==> src/rtl/instr_decoder.sv <==
// Instruction register and decode stage feeding the controller FSM.
// Registers one-hot opcode lines, resolves JPZ/JPN against the flag register, tracks sticky halt.
module instr_decoder #(
  parameter int DATA_W = 8,
  parameter int OPC_W  = 4,
  parameter int ADDR_W = 4
) (
  input  logic              clock,
  input  logic              reset,
  input  logic              ir_load,
  input  logic [DATA_W-1:0] data_in,
  input  logic              flag_load,
  input  logic [DATA_W-1:0] acc_in,
  output logic              LDA,
  output logic              STA,
  output logic              ADD,
  output logic              SUB,
  output logic              XOR,
  output logic              INC,
  output logic              CLR,
  output logic              JMP,
  output logic              JPZ,
  output logic              JPN,
  output logic              HLT,
  output logic [ADDR_W-1:0] addr_out,
  output logic              z_flag,
  output logic              n_flag,
  output logic              halted,
  output logic              illegal,
  output logic              dec_valid
);

  localparam int NLINES = 11;

  localparam logic [OPC_W-1:0] OP_LDA = OPC_W'(0);
  localparam logic [OPC_W-1:0] OP_STA = OPC_W'(1);
  localparam logic [OPC_W-1:0] OP_ADD = OPC_W'(2);
  localparam logic [OPC_W-1:0] OP_SUB = OPC_W'(3);
  localparam logic [OPC_W-1:0] OP_XOR = OPC_W'(4);
  localparam logic [OPC_W-1:0] OP_INC = OPC_W'(5);
  localparam logic [OPC_W-1:0] OP_CLR = OPC_W'(6);
  localparam logic [OPC_W-1:0] OP_JMP = OPC_W'(7);
  localparam logic [OPC_W-1:0] OP_JPZ = OPC_W'(8);
  localparam logic [OPC_W-1:0] OP_JPN = OPC_W'(9);
  localparam logic [OPC_W-1:0] OP_HLT = OPC_W'(10);

  typedef enum logic {S_RUN, S_HALT} state_t;

  state_t              state_q, state_d;
  logic [DATA_W-1:0]   ir_p1;
  logic [NLINES-1:0]   lines_p1;
  logic [NLINES-1:0]   lines_d;
  logic                vld_p1;
  logic                z_p1, n_p1;
  logic                accept;
  logic [OPC_W-1:0]    opc_in;

  // Line order (LSB first): LDA STA ADD SUB XOR INC CLR JMP JPZ JPN HLT.
  // Conditional jumps keep their own line and raise JMP only when taken.
  function automatic logic [NLINES-1:0] decode_lines(
    input logic [OPC_W-1:0] opc,
    input logic             z,
    input logic             n
  );
    logic [NLINES-1:0] l;
    l = '0;
    case (opc)
      OP_LDA: l[0] = 1'b1;
      OP_STA: l[1] = 1'b1;
      OP_ADD: l[2] = 1'b1;
      OP_SUB: l[3] = 1'b1;
      OP_XOR: l[4] = 1'b1;
      OP_INC: l[5] = 1'b1;
      OP_CLR: l[6] = 1'b1;
      OP_JMP: l[7] = 1'b1;
      OP_JPZ: begin
        l[8] = 1'b1;
        l[7] = z;
      end
      OP_JPN: begin
        l[9] = 1'b1;
        l[7] = n;
      end
      OP_HLT: l[10] = 1'b1;
      default: l = '0;
    endcase
    return l;
  endfunction

  function automatic logic is_illegal(input logic [OPC_W-1:0] opc);
    return (opc > OP_HLT);
  endfunction

  assign opc_in = data_in[DATA_W-1:DATA_W-OPC_W];
  assign accept = ir_load && (state_q == S_RUN);

  always_comb begin
    state_d = state_q;
    lines_d = decode_lines(opc_in, z_p1, n_p1);
    if (accept && (opc_in == OP_HLT)) begin
      state_d = S_HALT;
    end
  end

  // Stage p1: instruction register, decoded lines and flags
  always_ff @(posedge clock) begin
    if (reset) begin
      state_q  <= S_RUN;
      ir_p1    <= '0;
      lines_p1 <= '0;
      vld_p1   <= 1'b0;
      z_p1     <= 1'b0;
      n_p1     <= 1'b0;
    end else begin
      state_q <= state_d;
      if (accept) begin
        ir_p1    <= data_in;
        lines_p1 <= lines_d;
        vld_p1   <= 1'b1;
      end
      if (flag_load) begin
        z_p1 <= (acc_in == '0);
        n_p1 <= acc_in[DATA_W-1];
      end
    end
  end

  assign LDA       = lines_p1[0];
  assign STA       = lines_p1[1];
  assign ADD       = lines_p1[2];
  assign SUB       = lines_p1[3];
  assign XOR       = lines_p1[4];
  assign INC       = lines_p1[5];
  assign CLR       = lines_p1[6];
  assign JMP       = lines_p1[7];
  assign JPZ       = lines_p1[8];
  assign JPN       = lines_p1[9];
  assign HLT       = lines_p1[10];
  assign addr_out  = ir_p1[ADDR_W-1:0];
  assign z_flag    = z_p1;
  assign n_flag    = n_p1;
  assign halted    = (state_q == S_HALT);
  assign illegal   = vld_p1 && is_illegal(ir_p1[DATA_W-1:DATA_W-OPC_W]);
  assign dec_valid = vld_p1;

endmodule

==> config.mk <==
export PLATFORM = sky130hd
export DESIGN_NAME = instr_decoder
export DESIGN_NICKNAME = d
export VERILOG_FILES = /design/src/rtl/instr_decoder.sv
export SDC_FILE = /design/constraint.sdc
export NUM_CORES = 1
export LEC_CHECK = 0
export ABC_AREA = 1
export CAP_MARGIN = 20
export CORE_MARGIN = 2
export CORE_UTILIZATION = 37
export CTS_CLUSTER_DIAMETER = 120
export DETAILED_ROUTE_END_ITERATION = 10
export PLACE_DENSITY_LB_ADDON = 0.08
export REMOVE_ABC_BUFFERS = 1
export SLEW_MARGIN = 20
export SYNTH_ARGS = -nofsm -noshare
export SYNTH_HDL_FRONTEND = slang
export SYNTH_SLANG_ARGS = --single-unit
==> constraint.sdc <==
create_clock -name clock -period 1.05 [get_ports clock]
set_input_delay 0.21 -clock clock [delete_from_list [all_inputs] [get_ports clock]]
set_output_delay 0.21 -clock clock [all_outputs]
set_load 0.1 [all_outputs]
After elaboration in Yosys (flattened, before gate mapping) --
Cells that the tools add are included.
Operators by class: magnitude comparators 1, equal/unequal tests 10, muxes and demuxes 11, bitwise logic cells 1, reduce and logical (&&, ||, !) cells 5
Operator list (number):
- 4-bit by 3-bit equality test with 1-bit output (second input constant) | 4
- 4-bit equality test (second input constant) | 3
- 1-bit two-way mux | 10
- 4-bit by 2-bit equality test with 1-bit output (second input constant) | 2
- 8-bit zero test | 1
- 4-bit by 1-bit equality test with 1-bit output (second input constant) | 1
- 4-bit greater-than comparator (second input constant) | 1
- 4-bit zero test | 1
- 1-bit logical AND | 3
- 1-bit one-hot mux with 3 select lines | 1
- 1-bit inverter | 1
Storage, ports and cells: register bits 23, output and inout bits 20, word-level logic and storage cells 34

Logic depth before layout (Yosys ltp) --
Gate-level depths: netlist of run 1.
word-level depth 3, mapped depth 8, gate-level depth less buffers 7

Least setup slack after synthesis of run 1 --
OpenSTA, ideal clock, no wires.
path type flip-flop to output port, start register vld_p1, in the netlist dec_valid, end output illegal, arrival time 2347 ps, slack -1507 ps, stages on the path, launching flop included 3, path buffers 0, cell sequence dfxtp_1 -> nand2_1 -> nor2_1
On the way: cells in the longest elaborated chain, start to end 1
RTL lines:
- start: declaration | RTL line 53 | logic vld_p1;
- start signal: assignment | RTL line 111 | vld_p1 <= 1'b0;
- start signal: assignment | RTL line 119 | vld_p1 <= 1'b1;
- 1-bit logical AND | RTL line 143 | assign illegal = vld_p1 && is_illegal(ir_p1[DATA_W-1:DATA_W-OPC_W]);
- end: declaration | RTL line 29 | output logic illegal,
Every way passes these cells.

Worst setup path in the final report of run 1 --
start register ir_p1[4], end output illegal
On the way: cells in the longest elaborated chain, start to end 2
RTL lines:
- start: declaration | RTL line 50 | logic [DATA_W-1:0] ir_p1;
- start signal: assignment | RTL line 117 | ir_p1 <= data_in;
- 4-bit greater-than comparator | RTL line 91 | return (opc > OP_HLT);
- 1-bit logical AND | RTL line 143
Every way passes these cells.

==> results, run 1 <==
- The worst slew slack as a fraction of its limit is 80.7%.
- Ranked by total cell area, the synthesized netlist is headed by sky130_fd_sc_hd__dfxtp_1 48%, sky130_fd_sc_hd__nand2_1 11%, sky130_fd_sc_hd__a21oi_1 8.9%.
- Setup repair after global routing could not meet its margin everywhere.
- The global-route wire length before repair is 3970 microns.
- The library cell used most frequently in the layout, excluding fill and tap cells, is sky130_fd_sc_hd__nand2_1.
- In the final design database the tool counted 202 nets.
- The later pin in the worst-skew pair is clocked with a latency of 0.30 ns.
- The number of failing hold endpoints at the final stage is 0.
- The min-delay analysis places its worst path in the category register to register.
- The overall track demand over capacity in global routing is 19.1%.
- In this run the worst setup path begins at ir_p1[4].
- The floorplan step defined a die boundary enclosing 3000 sq um.
- VDD sags by at most 1140 uV.
- Measured along the x axis, the die boundary spans 54.7 microns.
- The detailed-route vias per instance is 4.68.
- In this run the cell area of the synthesized design comes to 952 sq um.
- In this run the core area contains 18 standard-cell rows.
- The slowest stage of the critical path is the sky130_fd_sc_hd__dfxtp_2 cell.
- In this run, CTS created clock tree buffers numbering 3.
- The worst hold path begins at ir_p1[4].
- The diode insertion count for antenna repair is 0.
- Summed over all layers, the global routing overflow is 0.
- After detailed routing, the number of remaining DRC violations is 0.
- The worst setup path is captured at an output pin.
- Setup violations remaining at the end of the flow were counted as 26.
- Summed over all layers, the routed wires come to 2600 microns.
- The sort of element at the start of the critical path is a register.
- The number of instances in the synthesized netlist is 126.
- Across the routed clock network, the largest skew measured is 0.00372 ns.
- The total power draw is 1940 uW.
- The signal on the critical path passes through a21oi_2, nor2_2, buf_12.
- The die span in y is 54.7 microns.
- Summing the sequential cell areas from Yosys gives 48.4% of the chip area.
- For the pin with the worst max-slew slack, the measured transition is 0.289 ns.
- The area of placed instances is 1640 sq um.
- The checks that failed: setup timing.
- Setup slack on the critical path of the routed design comes to -0.215 ns.
- The number of distinct library cells after synthesis is 18.
- The largest driver fanout on the critical path is 2.
- After layout, the minimum clock period comes to 1.26 ns.
- Port buffering added 39 buffers.
- The flip-flop and latch count after synthesis is 23.
- In this design, the stage delay of the slowest critical-path cell is 0.36 ns.
- For this run, the number of Yosys warnings is 0.
- The initial antenna violation count is 0.
- The mean cell area of the mapped netlist is 7.56 sq um.
- The final antenna-violating net count is 0.
- The setup check on the worst reg-to-reg path leaves a slack of -0.02 ns.
- The routed length per placed instance is 12.3 microns.
- The count of clock tree sinks is 23.
- The critical path start-end classification is register to output pin.
- The worst path arrival time is 1.05 ns.
- In this run the number of H-tree levels came out at 1.
- The number of global-route vias before repair is 936.
- The detailed router finished its first iteration with 8 violations.
- The final critical path takes up 120% of the cycle.
- Hold repair after CTS inserted 0 buffers.
- The startpoint of the most critical register-to-register path is halted.
- The fraction of final layout cells sized beyond drive strength 1 is 51.4%.
- The first-pass detailed-route iteration total is 4.
- After routing the design area is 1830 sq um.
- Dividing total power by cell area gives a power density of 1060 nW/um^2.
- Entering global routing, the biggest net connects 16 pins.
- The final estimated routing congestion in global placement is 0.831.
- The data required time at the worst endpoint is 0.84 ns.
- The core region is 2450 sq um.
- Counting cells, the worst reg-to-reg path comes to 6.
- The most critical setup path has its endpoint at illegal.
- The detailed-route via count is 987.
- In the layout the commonest cells are 26 x sky130_fd_sc_hd__nand2_1, 22 x sky130_fd_sc_hd__dfxtp_2, 20 x sky130_fd_sc_hd__buf_12.
- The total count of max-transition violations in the final report is 0.
- The endpoint of the most critical register-to-register path is lines_p1[0].
- The timing-limited maximum frequency is 0.791 GHz.
- The share of Yosys cell area claimed by the top area cell type is 48.4%.
- Across all hold checks on the routed design, the worst slack comes to 0.490 ns.
- The most area-hungry cell type in the Yosys netlist is sky130_fd_sc_hd__dfxtp_1.
- The layout has 187 filler cells.
- The run finished, with violations left.
- The deepest clock path buffer count is 2.
- The effective utilization at floorplan is 38.8%.
- In this run the static leakage power is 0.000747 uW.
- The synthesis-to-layout area growth is 92.0%.
- The number of max-cap violations is 0.
- The clock root buffer is sky130_fd_sc_hd__clkbuf_4.
- The clock input transition at the sequential cells of the worst setup and hold paths is 0.12 ns.
- The CTS tree is built.
- The number of I/O pins is 40.
- Summed over all nets, the half-perimeter wirelength after detailed placement is 1710 microns.
## sequential cells by signal, indices dropped and copies added, names as in the netlist
name / count
lines_p1: 11
ir_p1: 8
dec_valid: 1
halted: 1
n_flag: 1
z_flag: 1
## cells by family (layout without fill, tap and decap cells)
family          count (synthesis)  in the layout  share of synthesized area [%]
compound gates                 25             25                           13.9
buf+inv                        21             76                           12.0
flops                          23             23                           48.4
simple gates                   57             57                           25.8
## report_power, final
group / switching [uW] / internal (uW)
Clock: 249 / 148
Combinational: 338 / 255
Sequential: 34.8 / 914
## through the flow
stage                     util [%]  std cells  worst slack [ns]  TNS, ns
after floorplan                  -        117             -1.51   -16.60
after global placement        66.8        203            -0.321    -5.88
after detailed placement      66.8        203            -0.351    -6.27
after CTS                     71.0        209            -0.208   -0.777
after global routing          74.5        211            -0.259    -1.87
final                         74.5        211            -0.215   -0.636
## synthesized netlist by cell type (all sizes together)
master	n
nand2	30
dfxtp	23
nor2	18
a21oi	17
inv	12
buf	8
o21ai	7
nand3	6
nor3	3
a211oi	1
clkbuf	1
## area by class of cell
class | instances | area (sq um) | area share (%)
Multi-Input combinational cell | 82 | 455 | 24.9
Inverter | 12 | 50.0 | 2.74
Clock buffer | 4 | 26.3 | 1.44
Sequential cell | 23 | 492 | 26.9
Timing Repair Buffer | 60 | 767 | 42.0
Tap cell | 30 | 37.5 | 2.05
## critical path, delay by kind of cell, from the launching register on
kind | cells | cell delay [ns]
AOI/OAI and AO/OA | 1 | 0.07
DFF | 1 | 0.36
buffers and inverters | 1 | 0.19
and+or+nand+nor | 1 | 0.13
## per-layer routing
layer	routed length (microns)	global-route usage (%)	part of all wire (%)
met5	0	0	0
met4	32	7.08	1.2
met3	112	5.74	4.3
met2	1400	33.7	54
met1	1050	21.3	40
## worst min-delay path by stage
| stage | endpoint | cells past startpoint | slack [ns] |
|---|---|---|---|
| final | ir_p1[4] | 2 | 0.49 |
| after global routing | ir_p1[4] | 2 | 0.51 |
| after CTS | ir_p1[4] | 2 | 0.48 |
| after detailed placement | ir_p1[4] | 2 | 0.46 |
| after global placement | halted | 2 | 0.46 |
| after floorplan | halted | 1 | 0.28 |
## repair_timing
item	CTS	global route
endpoints found under the setup margin	27	36
gates resized for setup	33	19
hold endpoints to repair	0	0
buffers inserted	2	2
pin swaps	2	7
No activity file was read; power rests on OpenSTA's default activity.
==> run 2, diff against run 1 <==
--- a/config.mk
+++ b/config.mk
@@ -10,6 +10,7 @@
 export CORE_MARGIN = 2
 export CORE_UTILIZATION = 37
 export CTS_CLUSTER_DIAMETER = 120
+export CTS_CLUSTER_SIZE = 10
 export DETAILED_ROUTE_END_ITERATION = 10
 export PLACE_DENSITY_LB_ADDON = 0.08
 export REMOVE_ABC_BUFFERS = 1
==> results of run 2 <==
Final layout, timing and power as in run 1 (identical DEF).
==> RTL edit 1 (flow settings as in run 2) <==
The localparam `NLINES` goes from 11 to 13.
--- a/src/rtl/instr_decoder.sv
+++ b/src/rtl/instr_decoder.sv
@@ -32,3 +32,3 @@
 
-  localparam int NLINES = 11;
+  localparam int NLINES = 13;
 
Formal check against the unedited RTL: equivalent (Yosys induction, for registers that start in step).
==> RTL edit 1 against run 2 <==
- the run still ends with negative setup slack left
- largest cell class unchanged
- highest routed layer unchanged
- synthesized area up 2.0%
- cell count rose by 1.9%
- wire length grew 23%
- non-clock buffer count is 1 lower
- sequential cell count unchanged
- sequential power rose by 1%
- final area grew 11%
- clock skew shrank 1.2 ps
- combinational power grew 24%
- via count up 10%
- worst setup slack worse by 0.82 ps
- power rose by 9.0%
==> RTL edit 1: results (changes against run 2) <==
DP Area 1640 um^2 (about the same); final worst setup slack -215 ps (-0.816 ps); Inst Count DP 202 (-0.49%); clock skew 2.48 ps (-1.24 ps); clock power share 0.197 (-0.008); failing checks negative setup slack; # fillers 168 (-10%); biggest registers after layout lines_p1 (11), ir_p1 (8); met2 Track Usage GR 0.279 (-0.0584); largest net degree at the start of global routing 14 (-2); GRT met3 Usage 0.0445 (-0.0129); Comb power frac 0.350 (+0.044); Max FO, Critical Path 2 (unchanged); gpl congestion 0.802 (-3.5%); Inserted Diodes 0 (unchanged); Total GRT Usage 0.158 (-0.0328); fin cells 215 (+1.9%); via count 1088 (+10%); Final #Nets 206 (+2.0%); first-pass GRT wire length 3.91 mm (-1.6%); PwrDens 1040 nW/um^2 (-1.9%); post-DP HPWL 1.73 mm (+1.2%); share of cells above drive strength 1 0.595 (+0.0808); GR Util met1 0.180 (-0.0332); Compound-Gate Fraction of Synth Area 0.144 (+0.00504); Worst VDD drop 0.000791 V (-30%); status finished, violations left; worst slew pin tran 418 ps (+129 ps); Hold Path Class in -> reg; final setup fails 34 (+31%); setup TNS -1460 ps (-820 ps); Initial DRT Pass Iterations 4 (unchanged); post-synthesis mux area share 0 (unchanged); worst skew pair latency 310 ps; Area contributors post-synth dfxtp_1 47%, a21oi_1 9.3%, nand2_1 8.5%; WL final 3.20 mm (+23%); Iter 0 DRT Violations 25 (+17); most frequent cells after synthesis 23 x dfxtp_1, 22 x nand2_1, 18 x a21oi_1, 18 x nor2_1; Leak 0.817 nW (+9.4%); CTS resizes 35 (+6.1%); Clock Pin Slew Worst Setup and Hold Paths 130 ps; vias in the first global route 933 (-0.32%); register area share after synthesis 0.474 (-0.00935); Mean Syn Cell Area 7.47 um^2 (-1.2%); H-tree Lvls 1 (unchanged); Post-Synth Adder-Cell Area 0 (unchanged); Arr. time, crit path 1060 ps; Switching Fraction 0.353 (+0.0322); max-cap violations 0 (unchanged); Setup WS pre-CTS -339 ps (+12.2 ps)
RTL edit 1: changes by cell type after synthesis, moves of 3 or more:
cell	change
inv_1	-3
inv_2	+3
nand2_1	-7
nand3_1	+3
nor2_1	+3
nor2_2	+3
RTL edit 1: worst paths after layout:
path	cells after the start	startpoint	endpoint	slack, ps
max reg2reg	7	halted$_SDFFE_PP0P_	lines_p1[4]$_SDFFE_PP0P_	-80
min reg2reg	2	lines_p1[10]$_SDFFE_PP0P_	lines_p1[10]$_SDFFE_PP0P_	500
max	3	dec_valid$_SDFFE_PP0P_	illegal	-220
min	4	data_in[7]	lines_p1[4]$_SDFFE_PP0P_	370
RTL edit 1: per-layer routing:
metal  wire length [um]  vias up
li1                   -      527
met1               1230      504
met2               1730       51
met3                197        6
met4                 31        0
met5                  0        -
RTL edit 1: layout make-up:
| type | count | area, um^2 | area share |
|---|---|---|---|
| Clock inverter | 1 | 5.00 | 0.00246 |
| Multi-Input combinational cell | 87 | 583 | 0.287 |
| Inverter | 12 | 55.1 | 0.0271 |
| Sequential cell | 23 | 502 | 0.247 |
| Tap cell | 30 | 37.5 | 0.0185 |
| Clock buffer | 3 | 22.5 | 0.0111 |
| Timing Repair Buffer | 59 | 826 | 0.407 |
RTL edit 1: cells by family (layout without fill, tap and decap cells):
| group | count (synthesis) | count (layout) |
|---|---|---|
| AOI/OAI and AO/OA | 28 | 28 |
| buffers and inverters | 20 | 75 |
| DFF | 23 | 23 |
| and+or+nand+nor | 59 | 59 |
RTL edit 1: stage by stage:
step / util / hold slack, ps
after detailed placement: 0.662 / 458
after global placement: 0.662 / 454
final: 0.820 / 373
after global routing: 0.820 / 355
after CTS: 0.712 / 420
after floorplan: - / 279
==> RTL edit 2 (config.mk and constraints of run 2) <==
Made on the original files. Reset style: asynchronous (`reset`), changed in one clocked block.
--- a/src/rtl/instr_decoder.sv
+++ b/src/rtl/instr_decoder.sv
@@ -105,3 +105,3 @@
   // Stage p1: instruction register, decoded lines and flags
-  always_ff @(posedge clock) begin
+  always_ff @(posedge clock or posedge reset) begin
     if (reset) begin
Formal check against the unedited RTL: differs if reset is asserted again (counterexample within 4 cycles, from zero or initial values and one cycle with reset high); with reset held inactive, the same outputs for 10 cycles.
==> RTL edit 2 against run 2 <==
- the flow still finishes with violations (negative setup slack)
- die area is 5.0% higher
- wire length decreased by 11%
- worst setup slack got worse by 69 ps
- core utilization shrank 2.2 points
- global-route usage is 3.6 points lower
- final area fell by 0.34%
- sequential cell count unchanged
- synthesized area up 5.4%
- critical path type unchanged
- synthesized cell count decreased by 7.1%
Power is not compared: it rests on default switching activity, and its combinational part moved more than twofold at a synthesized area within 25%.
==> RTL edit 2: results (changes against run 2) <==
yosys warns 0 (unchanged); DR WL/cell 11.5 um (-6.7%); share of cells above drive strength 1 0.337 (-0.177); Yosys cell types 19 (+1); first-pass GRT wire length 3.88 mm (-2.4%); DP Area 1680 um^2 (+2.2%); setup TNS -1860 ps (-1230 ps); Total GRT Usage 0.155 (-0.0358); fin cells 202 (-4.3%); worst reg2reg path endpoint ir_p1[4]$_DFFE_PP0N_; largest net degree at the start of global routing 24 (+8); Final #Nets 193 (-4.5%); Arr. time, crit path 1120 ps (+70 ps); status finished, violations left; register area share after synthesis 0.574 (+0.0900); CTS Buffer Depth 2 (unchanged); Area contributors post-synth dfrtp_1 57%, nand2_1 14%, o21ai_0 4.5%; CTS resizes 7 (-79%); final hold slack 213 ps (-277 ps); Initial DRT Pass Iterations 3 (-1); Vias per Instance 4.60 (-1.6%); final worst setup slack -284 ps (-69.2 ps); Mean Syn Cell Area 8.58 um^2 (+13%); final setup fails 20 (-23%); R2R Setup Slk 60 ps (+80 ps); Post-synth ARST share 1.00 (+1.00); Worst R2R Start halted$_DFFE_PP0P_; worst rel slew slack 0.828 (+0.0214); Hold Path Class in -> async; post-DP HPWL 1.65 mm (-3.8%); Cell Int Power 1.15 mW; clock power share 0.268; Critical Path Max Stage Delay 420 ps (+60 ps); vias in the first global route 931 (-0.53%); failing checks negative setup slack; Setup WS pre-CTS -300 ps (+51.5 ps); Clock Tree Root clkbuf_4; reg2reg path depth 5 (-1); # fillers 183 (-2.1%); most frequently used flop master after synthesis dfrtp_1; clock skew 1.58 ps (-2.14 ps); Crit. Startpoint ir_p1[5]$_DFFE_PP0N_; gpl congestion 0.801 (-3.7%); most frequent cells after synthesis 37 x nand2_1, 23 x dfrtp_1, 10 x nor2_1
[RTL edit 2: changes by cell type after synthesis, moves of 2 or more]
cell     delta
nor2_1      -5
nand3_1     +2
dfxtp_1    -23
o21ai_0     +2
dfrtp_1    +23
a21oi_1    -16
nand4_1     +2
nand2_1     +8
[RTL edit 2: metal layers]
layer,part of all wire,GRT usage,vias up
li1,-,-,471
met1,0.42,0.194,431
met2,0.52,0.262,26
met3,0.051,0.0372,2
met4,0.0065,0.0510,0
met5,0,0,-
[RTL edit 2: area by class of cell]
cell class	count	area (um^2)	area share
repair buffers	58	768	0.422
flip-flops and latches	23	576	0.316
multi-input cells	75	364	0.200
inverters	12	50.0	0.0275
well taps	30	37.5	0.0206
clock buffers	4	26.3	0.0144
[RTL edit 2: cell families after synthesis]
kind of cell / count (synthesis) / synth area share
flip-flops: 23 / 0.574
AO/OA/AOI/OAI: 11 / 0.0549
buffers and inverters: 19 / 0.0960
AND/OR/NAND/NOR: 64 / 0.276
